==> config.mk <==
export PLATFORM = sky130hd
export DESIGN_NAME = time_set_ctrl_flat
export DESIGN_NICKNAME = d
export VERILOG_FILES = /design/src/rtl/time_set_ctrl_if.sv /design/src/rtl/time_set_ctrl.sv /design/src/flat_wrapper.sv
export SDC_FILE = /design/constraint.sdc
export NUM_CORES = 1
export LEC_CHECK = 0
export BUFFER_PORTS_ARGS = -buffer_cell sky130_fd_sc_hd__buf_2
export CORE_UTILIZATION = 50
export DETAILED_ROUTE_END_ITERATION = 7
export PLACE_DENSITY = 0.68
export SLEW_MARGIN = 40
export SYNTH_ARGS = -nofsm -noshare
export SYNTH_HDL_FRONTEND = slang
export SYNTH_SLANG_ARGS = --single-unit
==> constraint.sdc <==
create_clock -name clk -period 3.5 [get_ports clk]
set_clock_uncertainty 0.15 [all_clocks]
set_input_delay 0.7 -clock clk [delete_from_list [all_inputs] [get_ports clk]]
set_output_delay 0.7 -clock clk [all_outputs]
set_load 0.03 [all_outputs]
==> src/rtl/time_set_ctrl_if.sv <==
// Front-panel button / clock-core bus between the panel + clock core (master) and time_set_ctrl (slave).
interface time_set_ctrl_if;
    localparam int unsigned TIME_W = 17;

    logic              btn_mode;
    logic              btn_inc;
    logic              btn_dec;
    logic [TIME_W-1:0] time_cur;
    logic [TIME_W-1:0] time_in;
    logic              time_ow;
    logic [1:0]        edit_field;

    modport master (
        output btn_mode, btn_inc, btn_dec, time_cur,
        input  time_in, time_ow, edit_field
    );

    modport slave (
        input  btn_mode, btn_inc, btn_dec, time_cur,
        output time_in, time_ow, edit_field
    );
endinterface

==> src/rtl/time_set_ctrl.sv <==
// Time-setting controller: debounced buttons drive an HH:MM:SS edit FSM that overwrites the clock core.
// Optional auto-repeat on held inc/dec is enabled with `define TIME_SET_AUTO_REPEAT_EN.
module time_set_ctrl #(
    parameter int unsigned DEBOUNCE_CYCLES = 20000,
    parameter int unsigned TIMEOUT_CYCLES  = 10000000,
    parameter int unsigned REPEAT_DELAY    = 5000000,
    parameter int unsigned REPEAT_CYCLES   = 1000000
) (
    input  logic            clk,
    input  logic            rst,
    time_set_ctrl_if.slave  bus
);
    localparam int unsigned NBTN     = 3;
    localparam int unsigned BTN_MODE = 0;
    localparam int unsigned BTN_INC  = 1;
    localparam int unsigned BTN_DEC  = 2;
    localparam int unsigned DB_W     = $clog2(DEBOUNCE_CYCLES + 1);
    localparam int unsigned TO_W     = $clog2(TIMEOUT_CYCLES + 1);
    localparam int unsigned HR_W     = 5;
    localparam int unsigned MS_W     = 6;
    localparam int unsigned TIME_W   = 17;

    typedef enum logic [2:0] {
        ST_RUN,
        ST_SET_HR,
        ST_SET_MIN,
        ST_SET_SEC,
        ST_COMMIT
    } state_e;

    function automatic logic [HR_W-1:0] hr_step(input logic [HR_W-1:0] v, input logic up);
        if (up) return (v >= HR_W'(23)) ? '0 : v + HR_W'(1);
        return (v == '0) ? HR_W'(23) : v - HR_W'(1);
    endfunction

    function automatic logic [MS_W-1:0] ms_step(input logic [MS_W-1:0] v, input logic up);
        if (up) return (v >= MS_W'(59)) ? '0 : v + MS_W'(1);
        return (v == '0) ? MS_W'(59) : v - MS_W'(1);
    endfunction

    logic [NBTN-1:0] btn_raw;
    logic [NBTN-1:0] sync1_q, sync2_q;
    logic [NBTN-1:0] db_q, db_d;
    logic [NBTN-1:0] rise_c;
    logic [NBTN-1:0] press_q;
    logic [DB_W-1:0] db_cnt_q [NBTN];
    logic [DB_W-1:0] db_cnt_d [NBTN];

    state_e            state_q, state_d;
    logic [HR_W-1:0]   hr_q, hr_d;
    logic [MS_W-1:0]   min_q, min_d;
    logic [MS_W-1:0]   sec_q, sec_d;
    logic [TO_W-1:0]   idle_q, idle_d;
    logic [TIME_W-1:0] time_in_q, time_in_d;
    logic              time_ow_q, time_ow_d;
    logic [1:0]        edit_field_q, edit_field_d;

    logic       in_edit_c;
    logic [1:0] rp_fire_c;
    logic       inc_any_c, dec_any_c;
    logic       ev_mode_c, ev_inc_c, ev_dec_c;

    assign btn_raw = {bus.btn_dec, bus.btn_inc, bus.btn_mode};

    // Debounce: the level flips after DEBOUNCE_CYCLES consecutive disagreeing samples.
    always_comb begin
        db_d   = db_q;
        rise_c = '0;
        for (int i = 0; i < NBTN; i++) begin
            db_cnt_d[i] = '0;
            if (sync2_q[i] != db_q[i]) begin
                if (db_cnt_q[i] == DB_W'(DEBOUNCE_CYCLES - 1)) begin
                    db_d[i]   = sync2_q[i];
                    rise_c[i] = sync2_q[i];
                end else begin
                    db_cnt_d[i] = db_cnt_q[i] + DB_W'(1);
                end
            end
        end
    end

    assign in_edit_c = (state_q == ST_SET_HR) || (state_q == ST_SET_MIN) || (state_q == ST_SET_SEC);

`ifdef TIME_SET_AUTO_REPEAT_EN
    localparam int unsigned RP_MAX = (REPEAT_DELAY > REPEAT_CYCLES) ? REPEAT_DELAY : REPEAT_CYCLES;
    localparam int unsigned RP_W   = $clog2(RP_MAX + 1);

    logic [RP_W-1:0] rp_cnt_q [2];
    logic [RP_W-1:0] rp_cnt_d [2];
    logic [1:0]      rp_arm_q, rp_arm_d;
    logic [1:0]      rp_lvl;

    assign rp_lvl = {db_q[BTN_DEC], db_q[BTN_INC]};

    // First repeat after REPEAT_DELAY held cycles, then one every REPEAT_CYCLES.
    assign rp_fire_c[0] = in_edit_c && rp_lvl[0] &&
                          (rp_arm_q[0] ? (rp_cnt_q[0] == RP_W'(REPEAT_CYCLES))
                                       : (rp_cnt_q[0] == RP_W'(REPEAT_DELAY)));
    assign rp_fire_c[1] = in_edit_c && rp_lvl[1] &&
                          (rp_arm_q[1] ? (rp_cnt_q[1] == RP_W'(REPEAT_CYCLES))
                                       : (rp_cnt_q[1] == RP_W'(REPEAT_DELAY)));

    always_comb begin
        rp_arm_d = rp_arm_q;
        for (int j = 0; j < 2; j++) begin
            rp_cnt_d[j] = rp_cnt_q[j];
            if (!rp_lvl[j] || !in_edit_c || (state_d != state_q)) begin
                rp_cnt_d[j] = '0;
                rp_arm_d[j] = 1'b0;
            end else if (rp_fire_c[j]) begin
                rp_cnt_d[j] = RP_W'(1);
                rp_arm_d[j] = 1'b1;
            end else begin
                rp_cnt_d[j] = rp_cnt_q[j] + RP_W'(1);
            end
        end
    end

    always_ff @(posedge clk) begin
        if (rst) begin
            rp_arm_q <= '0;
            for (int j = 0; j < 2; j++) rp_cnt_q[j] <= '0;
        end else begin
            rp_arm_q <= rp_arm_d;
            for (int j = 0; j < 2; j++) rp_cnt_q[j] <= rp_cnt_d[j];
        end
    end
`else
    logic unused_rp;
    assign unused_rp = ^{REPEAT_DELAY, REPEAT_CYCLES};
    assign rp_fire_c = '0;
`endif

    // Mode wins over inc/dec; inc together with dec cancels out.
    assign inc_any_c = press_q[BTN_INC] | rp_fire_c[0];
    assign dec_any_c = press_q[BTN_DEC] | rp_fire_c[1];
    assign ev_mode_c = press_q[BTN_MODE];
    assign ev_inc_c  = !ev_mode_c && inc_any_c && !dec_any_c;
    assign ev_dec_c  = !ev_mode_c && dec_any_c && !inc_any_c;

    always_comb begin
        state_d      = state_q;
        hr_d         = hr_q;
        min_d        = min_q;
        sec_d        = sec_q;
        idle_d       = idle_q;
        time_in_d    = time_in_q;
        time_ow_d    = 1'b0;
        edit_field_d = 2'd0;

        unique case (state_q)
            ST_RUN: begin
                idle_d = '0;
                if (ev_mode_c) begin
                    hr_d    = (bus.time_cur[16:12] > HR_W'(23)) ? '0 : bus.time_cur[16:12];
                    min_d   = (bus.time_cur[11:6]  > MS_W'(59)) ? '0 : bus.time_cur[11:6];
                    sec_d   = (bus.time_cur[5:0]   > MS_W'(59)) ? '0 : bus.time_cur[5:0];
                    state_d = ST_SET_HR;
                end
            end
            ST_SET_HR, ST_SET_MIN, ST_SET_SEC: begin
                if (ev_mode_c) begin
                    idle_d  = '0;
                    state_d = (state_q == ST_SET_HR)  ? ST_SET_MIN :
                              (state_q == ST_SET_MIN) ? ST_SET_SEC : ST_COMMIT;
                end else if (ev_inc_c || ev_dec_c) begin
                    idle_d = '0;
                    unique case (state_q)
                        ST_SET_HR:  hr_d  = hr_step(hr_q, ev_inc_c);
                        ST_SET_MIN: min_d = ms_step(min_q, ev_inc_c);
                        default:    sec_d = ms_step(sec_q, ev_inc_c);
                    endcase
                end else if (idle_q == TO_W'(TIMEOUT_CYCLES - 1)) begin
                    idle_d  = '0;
                    state_d = ST_RUN;
                end else begin
                    idle_d = idle_q + TO_W'(1);
                end
            end
            ST_COMMIT: begin
                idle_d  = '0;
                state_d = ST_RUN;
            end
            default: begin
                idle_d  = '0;
                state_d = ST_RUN;
            end
        endcase

        // time_in follows the edit registers only while editing; frozen in COMMIT/RUN.
        if (in_edit_c) time_in_d = {hr_q, min_q, sec_q};

        time_ow_d = (state_d == ST_COMMIT);
        unique case (state_d)
            ST_SET_HR:  edit_field_d = 2'd1;
            ST_SET_MIN: edit_field_d = 2'd2;
            ST_SET_SEC: edit_field_d = 2'd3;
            default:    edit_field_d = 2'd0;
        endcase
    end

    always_ff @(posedge clk) begin
        if (rst) begin
            sync1_q      <= '0;
            sync2_q      <= '0;
            db_q         <= '0;
            press_q      <= '0;
            for (int i = 0; i < NBTN; i++) db_cnt_q[i] <= '0;
            state_q      <= ST_RUN;
            hr_q         <= '0;
            min_q        <= '0;
            sec_q        <= '0;
            idle_q       <= '0;
            time_in_q    <= '0;
            time_ow_q    <= 1'b0;
            edit_field_q <= 2'd0;
        end else begin
            sync1_q      <= btn_raw;
            sync2_q      <= sync1_q;
            db_q         <= db_d;
            press_q      <= rise_c;
            for (int i = 0; i < NBTN; i++) db_cnt_q[i] <= db_cnt_d[i];
            state_q      <= state_d;
            hr_q         <= hr_d;
            min_q        <= min_d;
            sec_q        <= sec_d;
            idle_q       <= idle_d;
            time_in_q    <= time_in_d;
            time_ow_q    <= time_ow_d;
            edit_field_q <= edit_field_d;
        end
    end

    assign bus.time_in    = time_in_q;
    assign bus.time_ow    = time_ow_q;
    assign bus.edit_field = edit_field_q;
endmodule

==> src/flat_wrapper.sv <==
// flat-port wrapper written by rule: the top's interface ports become plain ports
module time_set_ctrl_flat 
#(
    parameter int unsigned DEBOUNCE_CYCLES = 20000,
    parameter int unsigned TIMEOUT_CYCLES  = 10000000,
    parameter int unsigned REPEAT_DELAY    = 5000000,
    parameter int unsigned REPEAT_CYCLES   = 1000000
)
  (clk, rst, bus_btn_mode, bus_btn_inc, bus_btn_dec, bus_time_cur, bus_time_in, bus_time_ow, bus_edit_field);
  time_set_ctrl_if bus_i ();
  input  logic clk;
  input  logic rst;
  input wire logic [$bits(bus_i.btn_mode)-1:0] bus_btn_mode;
  input wire logic [$bits(bus_i.btn_inc)-1:0] bus_btn_inc;
  input wire logic [$bits(bus_i.btn_dec)-1:0] bus_btn_dec;
  input wire logic [$bits(bus_i.time_cur)-1:0] bus_time_cur;
  output wire logic [$bits(bus_i.time_in)-1:0] bus_time_in;
  output wire logic [$bits(bus_i.time_ow)-1:0] bus_time_ow;
  output wire logic [$bits(bus_i.edit_field)-1:0] bus_edit_field;
  assign bus_i.btn_mode = bus_btn_mode;
  assign bus_i.btn_inc = bus_btn_inc;
  assign bus_i.btn_dec = bus_btn_dec;
  assign bus_i.time_cur = bus_time_cur;
  assign bus_time_in = bus_i.time_in;
  assign bus_time_ow = bus_i.time_ow;
  assign bus_edit_field = bus_i.edit_field;
  time_set_ctrl #(.DEBOUNCE_CYCLES(DEBOUNCE_CYCLES), .TIMEOUT_CYCLES(TIMEOUT_CYCLES), .REPEAT_DELAY(REPEAT_DELAY), .REPEAT_CYCLES(REPEAT_CYCLES)) u_core (.clk(clk), .rst(rst), .bus(bus_i));
endmodule
== Word-level counts from Yosys, hierarchy flattened ==
Memories as Yosys holds them, arrays and structs flattened.
Cells that the tools add are included.

* Bitwise gates (word level): 10
* Eq/ne operators: 20
* Multiplexer cells: 63
* Reduce and logical (&&, ||, !) cells: 27
* Add/sub/neg operators: 10
* Magnitude comparators: 6

{| class="wikitable"
|+ Operators by type and width
! cell !! number
|-
| 2-to-1 mux 15 bit || 9
|-
| 2-to-1 mux 6 bit || 18
|-
| adder 15 x 1 -> 15 bit, second input constant || 3
|-
| == test 15 bit, second input constant || 3
|-
| 2-to-1 mux 5 bit || 9
|-
| adder 24 x 1 -> 24 bit, second input constant || 1
|-
| == test 24 bit, second input constant || 1
|-
| one-hot mux 6 bit (2 select lines) || 2
|-
| 2-to-1 mux 3 bit || 6
|-
| 2-to-1 mux 1 bit || 16
|-
| AND reduction 5 bit || 3
|-
| adder 6 x 1 -> 6 bit, second input constant || 2
|-
| == test 3 x 2 -> 1 bit, second input constant || 4
|-
| greater-or-equal comparator 6 bit, second input constant || 2
|-
| greater-than comparator 6 bit, second input constant || 2
|-
| zero test 6 bit || 2
|-
| OR reduction 3 bit || 4
|-
| subtractor 6 x 1 -> 6 bit, second input constant || 2
|-
| one-hot mux 5 bit (2 select lines) || 1
|-
| != test 2 x 1 -> 1 bit, second input constant || 4
|-
| inverter 1 bit || 7
|-
| == test 3 x 1 -> 1 bit, second input constant || 2
|-
| one-hot mux 2 bit (3 select lines) || 1
|-
| one-hot mux 3 bit (2 select lines) || 1
|-
| other kinds (17) || 31
|}

* Bits in registers: 76
* Memories: 1
* Bits in writable memories: 45
* Input bits: 22

{| class="wikitable"
|+ Memory list
! memory !! depth !! bits a word !! read ports !! clocked after Yosys merged registers in !! write ports !! RTL line !! RTL
|-
| u_core.db_cnt_q || 3 || 15 || 3 || 0 || 3 || time_set_ctrl.sv:46 || <nowiki>logic [DB_W-1:0] db_cnt_q [NBTN];</nowiki>
|}

== Depth between registers and ports, before layout ==
* Depth after elaboration: 13
* Gate-level depth with buffers: 8

== Worst setup path after synthesis ==
OpenSTA, ideal clock, no wires.

* Path type: reg2reg
* Start: reg u_core.state_q[0]
* End: reg u_core.sec_q[3]
* Stages on the path, launching flop included: 8
* Path buffers: 2
* Slack: 1,522 ps
* Period minus slack after synthesis: 1,978 ps
* Data required time: 3,223 ps
* Setup time: 127 ps
* Data arrival time: 1,701 ps
* Cells stage by stage: dfxtp_1 > buf_2 > or4b_2 > o41ai_1 > buf_4 > nor2_1 > o21ai_0 > o41ai_1

* Longest elaborated chain between the ends: 4
* Elaborated cells on any way between the ends: 13
* Classes of those cells: 7 x eq/ne; 1 x mux; 5 x reduce/logical

{| class="wikitable"
|+ Ends and longest elaborated chain
! what !! RTL line !! RTL
|-
| start, declared || time_set_ctrl.sv:49 || <nowiki>state_e state_q, state_d;</nowiki>
|-
| start signal, assigned || time_set_ctrl.sv:223 || <nowiki>state_q <= state_d;</nowiki>
|-
| == test 3 x 2 -> 1 bit, or another cell as far along || time_set_ctrl.sv:151 || <nowiki>unique case (state_q)</nowiki>
|-
| OR reduction 3 bit or OR reduction 2 bit (tied branches) || -- ||
|-
| != test 2 bit (no line), or another cell as far along || -- ||
|-
| AND reduction 5 bit (no line) || -- ||
|-
| end signal, assigned || time_set_ctrl.sv:212 || <nowiki>sec_q <= '0;</nowiki>
|-
| end signal, assigned || time_set_ctrl.sv:226 || <nowiki>sec_q <= sec_d;</nowiki>
|-
| end, declared || time_set_ctrl.sv:52 || <nowiki>logic [MS_W-1:0] sec_q, sec_d;</nowiki>
|}

Parallel ways exist; a longest one is shown, timed or not.
A chain may end at the register's enable or synchronous reset.

== Final worst setup path ==
* Start: reg u_core.state_q[0]
* End: reg u_core.idle_q[14]

* Longest elaborated chain between the ends: 4
* Elaborated cells on any way between the ends: 6
* Classes of those cells: 3 x eq/ne; 1 x bitwise; 2 x reduce/logical

{| class="wikitable"
|+ Ends and longest elaborated chain
! what !! RTL line !! RTL
|-
| == test 3 x 2 -> 1 bit or == test 3 x 1 -> 1 bit (tied branches) || time_set_ctrl.sv:151 ||
|-
| OR reduction 3 bit (*) || -- ||
|-
| inverter 1 bit (no line) (*) || -- ||
|-
| OR reduction 5 bit (no line) (*) || -- ||
|-
| end signal, assigned || time_set_ctrl.sv:227 || <nowiki>idle_q <= idle_d;</nowiki>
|-
| end, declared || time_set_ctrl.sv:53 || <nowiki>logic [TO_W-1:0] idle_q, idle_d;</nowiki>
|}

Every way passes the cells marked *; elsewhere a longest branch is shown, timed or not.

==> flow_summary.yaml <==
pwr:
  post-layout-total-power_w: 0.00315
  cellPowerDensity_nw_per_um2: 474
  vdd.ir_drop.worst_mv: 0.530
  power.static_leakage_nw: 2.39
clock_network:
  cts_tree: "done"
  tritoncts_num_sinks: 121
  worstSkewPairLatency_ns: 0.42
  numCtsBuffers: 17
  htree_num_levels: 4
  setup_fix_buffers_added_after_clock_tree_synthesis: 0
  ctsRootBufferMaster: "sky130_fd_sc_hd__clkbuf_16"
  cts-hold-fix-buffers: 0
  clk_path_buf_depth: 2
  clkSlewWorstSetupHoldPaths_ns: 0.05
  cts.repair.resized: 0
cells_and_area:
  final_common_cell: "sky130_fd_sc_hd__dfxtp_1"
  diodes: 0
  final_layout_size_suffix_gt1_frac: 0.123
  fillers: 975
  final_net_count: 760
  areaGrowthSynthToFinish_pct: 15.2
  layout.cells.most_common_list: "121 x sky130_fd_sc_hd__dfxtp_1, 97 x sky130_fd_sc_hd__nor2_1, 71 x sky130_fd_sc_hd__nand2_1"
yosys:
  post_syn_nets: 730
  asyncSetResetFlopFracSynth: 0
  synth-main-ff-cell: "sky130_fd_sc_hd__dfxtp_1"
  seq_area_frac_synth: 0.420
  synth_warnings: 0
  synth.ff_latch_count: 121
  synth_enable_flop_cells: 0
  synth_area_per_inst_sq_um: 8.29
  synth.distinct_cells: 63
  synth_area_sq_um: 5770
  synthCells: 696
place:
  place.port_buffers: 41
  dp.final_hpwl_um: 8710
  gp_routability_congestion: 0.812
timing:
  final.min_clock_period_ns: 2.28
  final_max_slew_viol_count: 0
  timing.fmax_mhz: 439
  timing.final.hold_violations: 0
  fin_hold_ws_ns: 0.283
  final-setup-viol-count: 0
  rsz_0062_raised_after_global_routing: "false"
  post-route-period-util: 0.652
  worst_slew_margin_rel: 0.506
  timing.setup.tns_ns: 0
  max_slew.worst_pin.slew_ns: 0.734
global_route:
  grt_pass1_wl_um: 20600
  globalRouteOverflowTotal: 0
  antenna_found_initial: 0
  via_count_of_the_first_global_routing_pass: 4480
  grt_max_degree: 32
  grt_util_all_layers: 0.224
drt:
  number_of_vias_per_cell_after_detailed_routing: 5.62
  routed-via-count: 4938
  route.detailed.drc: 0
  detail-route-antenna-nets: 0
  route.final.wire_length_um: 12400
  initialDrtViolationCount: 256
  wl_per_cell_um: 14.1
  drt-pass1-iter-count: 5
floorplanning:
  initial_core_util: 0.523
  rows: 38
  floorplan.die.height_um: 109
  core_area_sq_um: 11000
  dieArea_sq_um: 12000
  top_level_ports: 42
  fp.dieW_um: 109
setup_path:
  category_of_the_worst_setup_path_launch_point: "flip-flop"
  worst_ep_arrival_time_ns: 2.47
  worst-setup-path-type: "reg2reg"
  crit_path_top_delay_cell: "sky130_fd_sc_hd__nand2_1"
  timing.critical_path.slowest_cell_delay_ns: 0.55
  crit_path_max_fanout: 25
  path_cells: "o21bai_2 > buf_4 > nor4_1 > nand2_1 > nor2_1"
  cp-end-kind: "flip-flop"
  worst_ep_required_time_ns: 3.69
min_path:
  timing.hold.worst.class: "reg2reg"
status:
  run_status: "finished clean"
flow_run:
  drv.max_cap_violation_count: 0
metal layers:
layer	vias to the layer above	global-route usage	wire, um
li1	2512	-	-
met1	2318	0.295	5900
met2	96	0.345	5700
met3	12	0.0616	658
met4	0	0.0933	148
met5	-	0	0
worst max-delay path, delay by kind of cell (launching register included):
family	cells	cell delay, ns
AO/OA/AOI/OAI	1	0.08
buffers and inverters	1	0.23
flip-flops	1	0.50
AND/OR/NAND/NOR	3	1.24
synthesized netlist by cell type, types with 2 or more instances:
| library cell | instances | area [sq um] |
|---|---|---|
| sky130_fd_sc_hd__a211oi_1 | 5 | 37.5 |
| sky130_fd_sc_hd__a21boi_0 | 3 | 22.5 |
| sky130_fd_sc_hd__a21o_1 | 4 | 30.0 |
| sky130_fd_sc_hd__a21oi_1 | 35 | 175 |
| sky130_fd_sc_hd__a221oi_1 | 2 | 17.5 |
| sky130_fd_sc_hd__a221oi_2 | 2 | 30.0 |
| sky130_fd_sc_hd__a22oi_1 | 2 | 15.0 |
| sky130_fd_sc_hd__a31o_2 | 2 | 17.5 |
| sky130_fd_sc_hd__a31oi_1 | 8 | 50.1 |
| sky130_fd_sc_hd__a32oi_1 | 2 | 17.5 |
| sky130_fd_sc_hd__a41oi_1 | 4 | 35.0 |
| sky130_fd_sc_hd__and2_1 | 3 | 18.8 |
| sky130_fd_sc_hd__and3_1 | 24 | 150 |
| sky130_fd_sc_hd__and4_1 | 4 | 35.0 |
| sky130_fd_sc_hd__buf_1 | 2 | 7.51 |
| sky130_fd_sc_hd__buf_2 | 5 | 25.0 |
| sky130_fd_sc_hd__clkbuf_1 | 26 | 97.6 |
| sky130_fd_sc_hd__dfxtp_1 | 121 | 2420 |
| sky130_fd_sc_hd__ha_1 | 12 | 150 |
| sky130_fd_sc_hd__inv_1 | 17 | 63.8 |
| sky130_fd_sc_hd__mux2i_1 | 4 | 40.0 |
| sky130_fd_sc_hd__nand2_1 | 71 | 267 |
| sky130_fd_sc_hd__nand2b_1 | 2 | 12.5 |
| sky130_fd_sc_hd__nand3_1 | 52 | 260 |
| sky130_fd_sc_hd__nand4_1 | 12 | 75.1 |
| sky130_fd_sc_hd__nor2_1 | 97 | 364 |
| sky130_fd_sc_hd__nor2b_1 | 9 | 56.3 |
| sky130_fd_sc_hd__nor3_1 | 15 | 75.1 |
| sky130_fd_sc_hd__nor4_1 | 8 | 50.1 |
| sky130_fd_sc_hd__nor4b_1 | 8 | 70.1 |
| sky130_fd_sc_hd__o2111ai_1 | 2 | 17.5 |
| sky130_fd_sc_hd__o211ai_1 | 3 | 22.5 |
| sky130_fd_sc_hd__o21a_1 | 4 | 30.0 |
| sky130_fd_sc_hd__o21ai_0 | 23 | 115 |
| sky130_fd_sc_hd__o22ai_1 | 3 | 18.8 |
| sky130_fd_sc_hd__o311ai_0 | 2 | 17.5 |
| sky130_fd_sc_hd__o41ai_1 | 4 | 35.0 |
| sky130_fd_sc_hd__or3_1 | 2 | 12.5 |
| sky130_fd_sc_hd__or4b_2 | 2 | 20.0 |
| sky130_fd_sc_hd__xnor2_1 | 24 | 210 |
| sky130_fd_sc_hd__xor2_1 | 44 | 385 |
area by class of cell:
class	count	area [sq um]	share of cell area
Clock buffer	22	474	0.0713
Timing Repair Buffer	46	243	0.0365
Multi-Input combinational cell	523	3150	0.474
Sequential cell	121	2420	0.364
Inverter	17	63.8	0.00960
Clock inverter	10	119	0.0179
Tap cell	140	175	0.0263
flip-flops by register name, summed over array words and instances (netlist names), 5 cells and up:
signal / flops
u_core.bus.time_in: 17
u_core.db_cnt_q: 45
u_core.hr_q: 5
u_core.idle_q: 24
u_core.min_q: 6
u_core.sec_q: 6
power breakdown:
| group | switching, W | internal [W] | leakage, nW | total [W] |
|---|---|---|---|---|
| Sequential | 0.00000273 | 0.00138 | 0.976 | 0.00139 |
| Combinational | 0.0000255 | 0.0000158 | 1.14 | 0.0000413 |
| Clock | 0.000623 | 0.00110 | 0.282 | 0.00173 |
path summary, 6_finish.rpt:
path / end / slack (ns) / cells after the start / start
worst min register to register: u_core.sync2_q[1]$_SDFF_PP0_ / 0.28 / 1 / u_core.sync1_q[1]$_SDFF_PP0_
worst max-delay path: u_core.idle_q[14]$_SDFF_PP0_ / 1.22 / 5 / u_core.state_q[0]$_SDFF_PP0_
worst min-delay path: u_core.sync2_q[1]$_SDFF_PP0_ / 0.28 / 1 / u_core.sync1_q[1]$_SDFF_PP0_
worst max register to register: u_core.idle_q[14]$_SDFF_PP0_ / 1.22 / 5 / u_core.state_q[0]$_SDFF_PP0_
stage by stage:
| stage | setup WS [ns] | util | std cells | area (sq um) |
|---|---|---|---|---|
| 5_1_grt | 1.01 | 0.603 | 879 | 6650 |
| 6_report | 1.22 | 0.603 | 879 | 6650 |
| 3_5_place_dp | 1.06 | 0.549 | 847 | 6060 |
| 2_1_floorplan | 1.52 | - | 696 | 5770 |
| 4_1_cts | 1.21 | 0.603 | 879 | 6650 |
| 3_3_place_gp | 1.13 | 0.549 | 847 | 6050 |
cell families (layout without fill, tap and decap cells):
| kind of cell | after synthesis | in the layout | share of synthesized area |
|---|---|---|---|
| flip-flops | 121 | 121 | 0.420 |
| buffers and inverters | 52 | 95 | 0.0368 |
| XOR/XNOR | 68 | 68 | 0.103 |
| adder cells (fa/ha/maj) | 12 | 12 | 0.0260 |
| multiplexers | 4 | 4 | 0.00694 |
| AO/OA/AOI/OAI | 118 | 118 | 0.135 |
| AND/OR/NAND/NOR | 321 | 321 | 0.272 |
Power figures use the tool's default switching activity.
